<file path="config.mk">
export PLATFORM = sky130hd
export DESIGN_NAME = soml_min_sel
export DESIGN_NICKNAME = d
export VERILOG_FILES = /design/src/rtl/soml_pkg.sv /design/src/rtl/soml_min_cmp.sv /design/src/rtl/soml_min_sel.sv
export SDC_FILE = /design/constraint.sdc
export NUM_CORES = 1
export LEC_CHECK = 0
export BUFFER_PORTS_ARGS = -buffer_cell sky130_fd_sc_hd__buf_2
export CAP_MARGIN = 20
export CORE_MARGIN = 2
export CORE_UTILIZATION = 45
export DETAILED_ROUTE_END_ITERATION = 12
export GPL_ROUTABILITY_DRIVEN = 0
export PLACE_DENSITY_LB_ADDON = 0.1
export SLEW_MARGIN = 10
export SYNTH_ARGS = -nofsm -noshare
export SYNTH_HDL_FRONTEND = slang
export SYNTH_HIERARCHICAL = 1
export SYNTH_SLANG_ARGS = --single-unit
</file>
<file path="constraint.sdc">
create_clock -name clk -period 2.1 [get_ports clk]
set_input_delay 0 -clock clk [delete_from_list [all_inputs] [get_ports clk]]
set_output_delay 0 -clock clk [all_outputs]
set_load 0.02 [all_outputs]
</file>
<file path="src/rtl/soml_pkg.sv">
// Shared types and defaults for the SOML decoder metric path.
// Used by the per-candidate accumulator and the minimum selector.
package soml_pkg;

  localparam int DW_DEF    = 16;
  localparam int NCAND_DEF = 8;

  typedef enum logic [1:0] {
    IDLE   = 2'd0,
    SEARCH = 2'd1,
    HOLD   = 2'd2
  } state_t;

endpackage

</file>
<file path="src/rtl/soml_min_cmp.sv">
// Combinational running-minimum step: keeps the earlier index on ties.
// Also usable as a node of a tree-based parallel min search.
module soml_min_cmp #(
  parameter int DW = 16,
  parameter int IW = 3
) (
  input  logic          first,
  input  logic [DW-1:0] metric_in,
  input  logic [DW-1:0] best_metric,
  input  logic [IW-1:0] cnt,
  input  logic [IW-1:0] best_idx,
  output logic [DW-1:0] nxt_metric,
  output logic [IW-1:0] nxt_idx
);

  logic take;

  assign take = first || (metric_in < best_metric);

  always_comb begin
    nxt_metric = best_metric;
    nxt_idx    = best_idx;
    if (take) begin
      nxt_metric = metric_in;
      nxt_idx    = cnt;
    end
  end

endmodule

</file>
<file path="src/rtl/soml_min_sel.sv">
// Collects NCAND accumulated metrics per decode and presents the
// minimum and its arrival index on a valid/ready result port.
module soml_min_sel
  import soml_pkg::*;
#(
  parameter int DW    = DW_DEF,
  parameter int NCAND = NCAND_DEF,
  parameter int IW    = $clog2(NCAND)
) (
  input  logic          clk,
  input  logic          rst,
  input  logic          start,
  input  logic [DW-1:0] metric_in,
  input  logic          metric_vld,
  output logic          busy,
  output logic          res_valid,
  input  logic          res_ready,
  output logic [DW-1:0] best_metric,
  output logic [IW-1:0] best_idx,
  output logic          overrun
);

  localparam logic [IW:0] LAST = (IW+1)'(NCAND - 1);
  localparam logic [IW:0] ONE  = (IW+1)'(1);

  state_t        state;
  state_t        state_n;
  logic [IW:0]   cnt;
  logic [IW:0]   cnt_n;
  logic [DW-1:0] best_n;
  logic [IW-1:0] idx_n;
  logic          valid_n;
  logic          busy_n;
  logic          ovr_n;
  logic [DW-1:0] cmp_metric;
  logic [IW-1:0] cmp_idx;

  soml_min_cmp #(
    .DW (DW),
    .IW (IW)
  ) u_cmp (
    .first       (cnt == '0),
    .metric_in   (metric_in),
    .best_metric (best_metric),
    .cnt         (cnt[IW-1:0]),
    .best_idx    (best_idx),
    .nxt_metric  (cmp_metric),
    .nxt_idx     (cmp_idx)
  );

  // A metric is only consumed in SEARCH without a colliding start.
  assign ovr_n = metric_vld && !((state == SEARCH) && !start);

  always_comb begin
    state_n = state;
    cnt_n   = cnt;
    best_n  = best_metric;
    idx_n   = best_idx;
    valid_n = res_valid;
    busy_n  = busy;
    unique case (state)
      IDLE: begin
        if (start) begin
          state_n = SEARCH;
          cnt_n   = '0;
          busy_n  = 1'b1;
        end
      end
      SEARCH: begin
        if (start) begin
          cnt_n = '0;
        end else if (metric_vld) begin
          best_n = cmp_metric;
          idx_n  = cmp_idx;
          if (cnt == LAST) begin
            state_n = HOLD;
            valid_n = 1'b1;
            busy_n  = 1'b0;
          end else begin
            cnt_n = cnt + ONE;
          end
        end
      end
      HOLD: begin
        if (res_ready) begin
          valid_n = 1'b0;
          if (start) begin
            state_n = SEARCH;
            cnt_n   = '0;
            busy_n  = 1'b1;
          end else begin
            state_n = IDLE;
          end
        end
      end
      default: begin
        state_n = IDLE;
        cnt_n   = '0;
        valid_n = 1'b0;
        busy_n  = 1'b0;
      end
    endcase
  end

  always_ff @(posedge clk or negedge rst) begin
    if (!rst) begin
      state       <= IDLE;
      cnt         <= '0;
      busy        <= 1'b0;
      res_valid   <= 1'b0;
      best_metric <= '0;
      best_idx    <= '0;
      overrun     <= 1'b0;
    end else begin
      state       <= state_n;
      cnt         <= cnt_n;
      busy        <= busy_n;
      res_valid   <= valid_n;
      best_metric <= best_n;
      best_idx    <= idx_n;
      overrun     <= ovr_n;
    end
  end

endmodule

</file>
==> results.txt <==
----------------------------------------------------
[Timing]
  Post-Route Skew ... 1.73 ps
  Post-layout minimum cycle time ... 2300 ps
  Share of the cycle needed by the critical path after routing ... 1.09
  Final number of max-transition violations ... 0
  Maximum achievable frequency ... 0.436 GHz
  Post-layout worst setup margin ... -196 ps
  Relative max-transition margin ... 0.564
  RSZ-0062 raised after global routing ... true
  Final setup violating endpoints ... 19
  Worst Tran Pin Value ... 654 ps
  Count of final hold-check violations ... 0

[Run status]
  Outcome ... finished with violations
  Violated checks ... setup timing

[Logic synthesis]
  Post-synthesis sequential element count ... 28
  Distinct cells, synth ... 34
  Post-synthesis sequential area ratio ... 0.344
  Post-synth design cell area ... 2030 µm²
  Nets in the synthesized netlist ... 211
  Number of instances in the synthesized netlist ... 173
  Syn avg cell area ... 11.8 µm²
  Synth warn ... 6

[Pwr]
  Internal power contribution ... 0.00235 W
  Reported leakage power ... 1.34 nW
  P_sw ... 0.00142 W
  Total design power ... 0.00377 W
  Maximum resistive drop on vdd ... 0.818 mV
  Power density over cell area ... 1430 nW/µm²
  Reg power frac ... 0.242
  Clock group share of total power ... 0.115
  Combinational group share of total power ... 0.643
  Switching power as a share of total power ... 0.377

[Layout]
  Fillers ... 354
  Reg area ... 713 µm²
  Most common cell after layout, fill and taps aside ... buf_2
  Post-layout util ... 0.606
  Synthesis-to-layout area growth ... 29.7%
  Most frequent cells in the layout ... buf_2, mux2_4, buf_4, inv_1, dfrtp_1
  Ant diodes ... 0
  Count of placed standard cells in the final layout, fillers left out ... 289
  Share of layout cells above drive strength 1 ... 0.582
  Total area of multi-input combinational cells ... 1290 µm²
  Net count, final ... 276

[Place]
  Buffers on Ports ... 42
  DP HPWL ... 3080 µm
  Instance count after placement with tap cells included ... 282

[Global route]
  Antenna violations before repair ... 0
  Maximum number of pins on one net before global-route repair ... 29
  Global-route usage over all layers ... 0.179
  Grt ovf ... 0
  Wire length of the first global-routing pass ... 7300 µm
  Number of global-route vias before repair ... 1540

[Routing]
  Router iterations before antenna repair ... 4
  Vias ... 1496
  Routed length per placed instance ... 14.5 µm
  Post-DR vias/cell ... 5.18
  Post-route ant nets ... 0
  Detailed-route DRC error count ... 0
  Routed WL ... 4180 µm
  Initial DRC Count ... 34

[Setup path]
  Kind of critical path ... flip-flop to flip-flop
  Critical path arrival ... 2470 ps
  Startpoint type of the worst setup path ... flip-flop
  Number of cells traversed by the worst register-to-register path ... 9
  CP Capture Type ... flip-flop
  Max Fanout on Critical Path ... 11
  CP Data Required Time ... 2270 ps

[Clock tree]
  Root Buffer ... clkbuf_8
  Maximum buffer depth of the clock tree ... 2
  CTS tree ... done
  Total clock buffers created by CTS ... 3
  H-tree level count ... 1
  Insertion delay of the later-clocked pin in the worst-skew pair ... 280 ps
  Clock Sink Count ... 28
  Clock transition at the registers of the reported paths ... 100 ps

[Floorplan]
  Number of primary I/O pins ... 43
  Starting density of the core ... 0.467
  Number of standard-cell rows in the floorplan ... 24
  Die Area ... 5080 µm²
  Width of the die ... 71.2 µm
  Core Footprint ... 4350 µm²
  Overall die height ... 71.2 µm

[Hold path]
  Min-Delay Path Class ... input pin to flip-flop
  Hold Path Stages ... 3

[Job]
  Maximum capacitance violations ... 0

----------------------------------------------------
Yosys cell counts, drive strengths merged:
library cell | number | area (µm²)
nor4 | 1 | 21.3
nand2 | 9 | 33.8
a31oi | 1 | 21.3
nand3 | 6 | 30.0
nor2 | 5 | 18.8
and4bb | 1 | 16.3
a2111oi | 1 | 15.0
a32oi | 2 | 17.5
nor3b | 1 | 7.51
nand4 | 2 | 18.8
and3b | 2 | 18.8
and2b | 2 | 16.3
a21oi | 10 | 50.1
o22ai | 1 | 6.26
nand3b | 1 | 11.3
nor3 | 8 | 55.1
a2bb2oi | 1 | 8.76
dfrtp | 28 | 701
buf | 6 | 83.8
o21ai | 7 | 35.0
mux2 | 38 | 533
nand2b | 2 | 20.0
inv | 20 | 75.1
a21boi | 1 | 7.51
ha | 17 | 213
per-layer routing:
metal	vias up	wire (µm)	global-route usage
met2	29	2020	0.293
met3	4	132	0.0211
met5	-	0	0
li1	740	-	-
met4	0	29	0.0440
met1	723	1990	0.253
sequential cells by signal (all words and copies together) (netlist names):
register,count
best_idx,3
overrun,1
cnt,4
best_metric,16
busy,1
res_valid,1
state,2
path summary, 6_finish.rpt:
path / from / end / slack, ps
max: best_metric[15] / best_metric[0] / -200
min: start / state[0] / 40
max reg2reg: best_metric[15] / best_metric[0] / -200
min reg2reg: res_valid / res_valid / 520
max in group asynchronous: rst / best_metric[11] / 1370
min in group asynchronous: rst / best_metric[13] / 270
kinds of logic after synthesis:
group	count (synthesis)	share of synthesized area
fa+ha+maj	17	0.105
mux	38	0.262
flops	28	0.344
buf+inv	26	0.0781
simple gates	40	0.132
compound gates	24	0.0793
area by class of cell:
class | count | share of cell area
Clock buffer | 3 | 0.0156
Clock inverter | 1 | 0.0114
Inverter | 20 | 0.0284
Multi-Input combinational cell | 119 | 0.490
Sequential cell | 28 | 0.270
Tap cell | 52 | 0.0247
Timing Repair Buffer | 66 | 0.159
power by group through the flow:
stage	logic, W	registers (W)	clock network [W]
CTS	0.00233	0.000914	0.000448
global placement	0.00225	0.000908	0
detailed placement	0.00229	0.000923	0
global route	0.00263	0.000942	0.000478
floorplan	0.00125	0.00121	0
finish	0.00242	0.000913	0.000434
worst max-delay path: stages, from the launching register on:
cell and delay [ps]:
dfrtp_2 390, inv_2 40, ha_4 280, nand4_4 150, nor3_4 210, nand2_2 100
a31oi_4 250, buf_12 180, mux2_2 330, mux2_4 250
through the flow:
step                worst slack [ps]  hold WS (ps)  TNS [ps]  cell area [µm²]
floorplan                       -258          -296     -3880             2090
global placement                -144          67.3     -2370             2460
detailed placement              -185          68.3     -3140             2460
CTS                             -188          20.5     -3130             2560
global route                    -286          32.1     -4820             2640
finish                          -196          35.7     -3180             2640
timing repair:
action,CTS,global route
setup buffers,0,1
hold endpoints to repair,29,0
gates resized for setup,2,11
pin swaps,1,2
gates cloned,0,0
hold buffers,2,0
endpoints found under the setup margin,19,19
No activity file was read; power rests on OpenSTA's default activity.
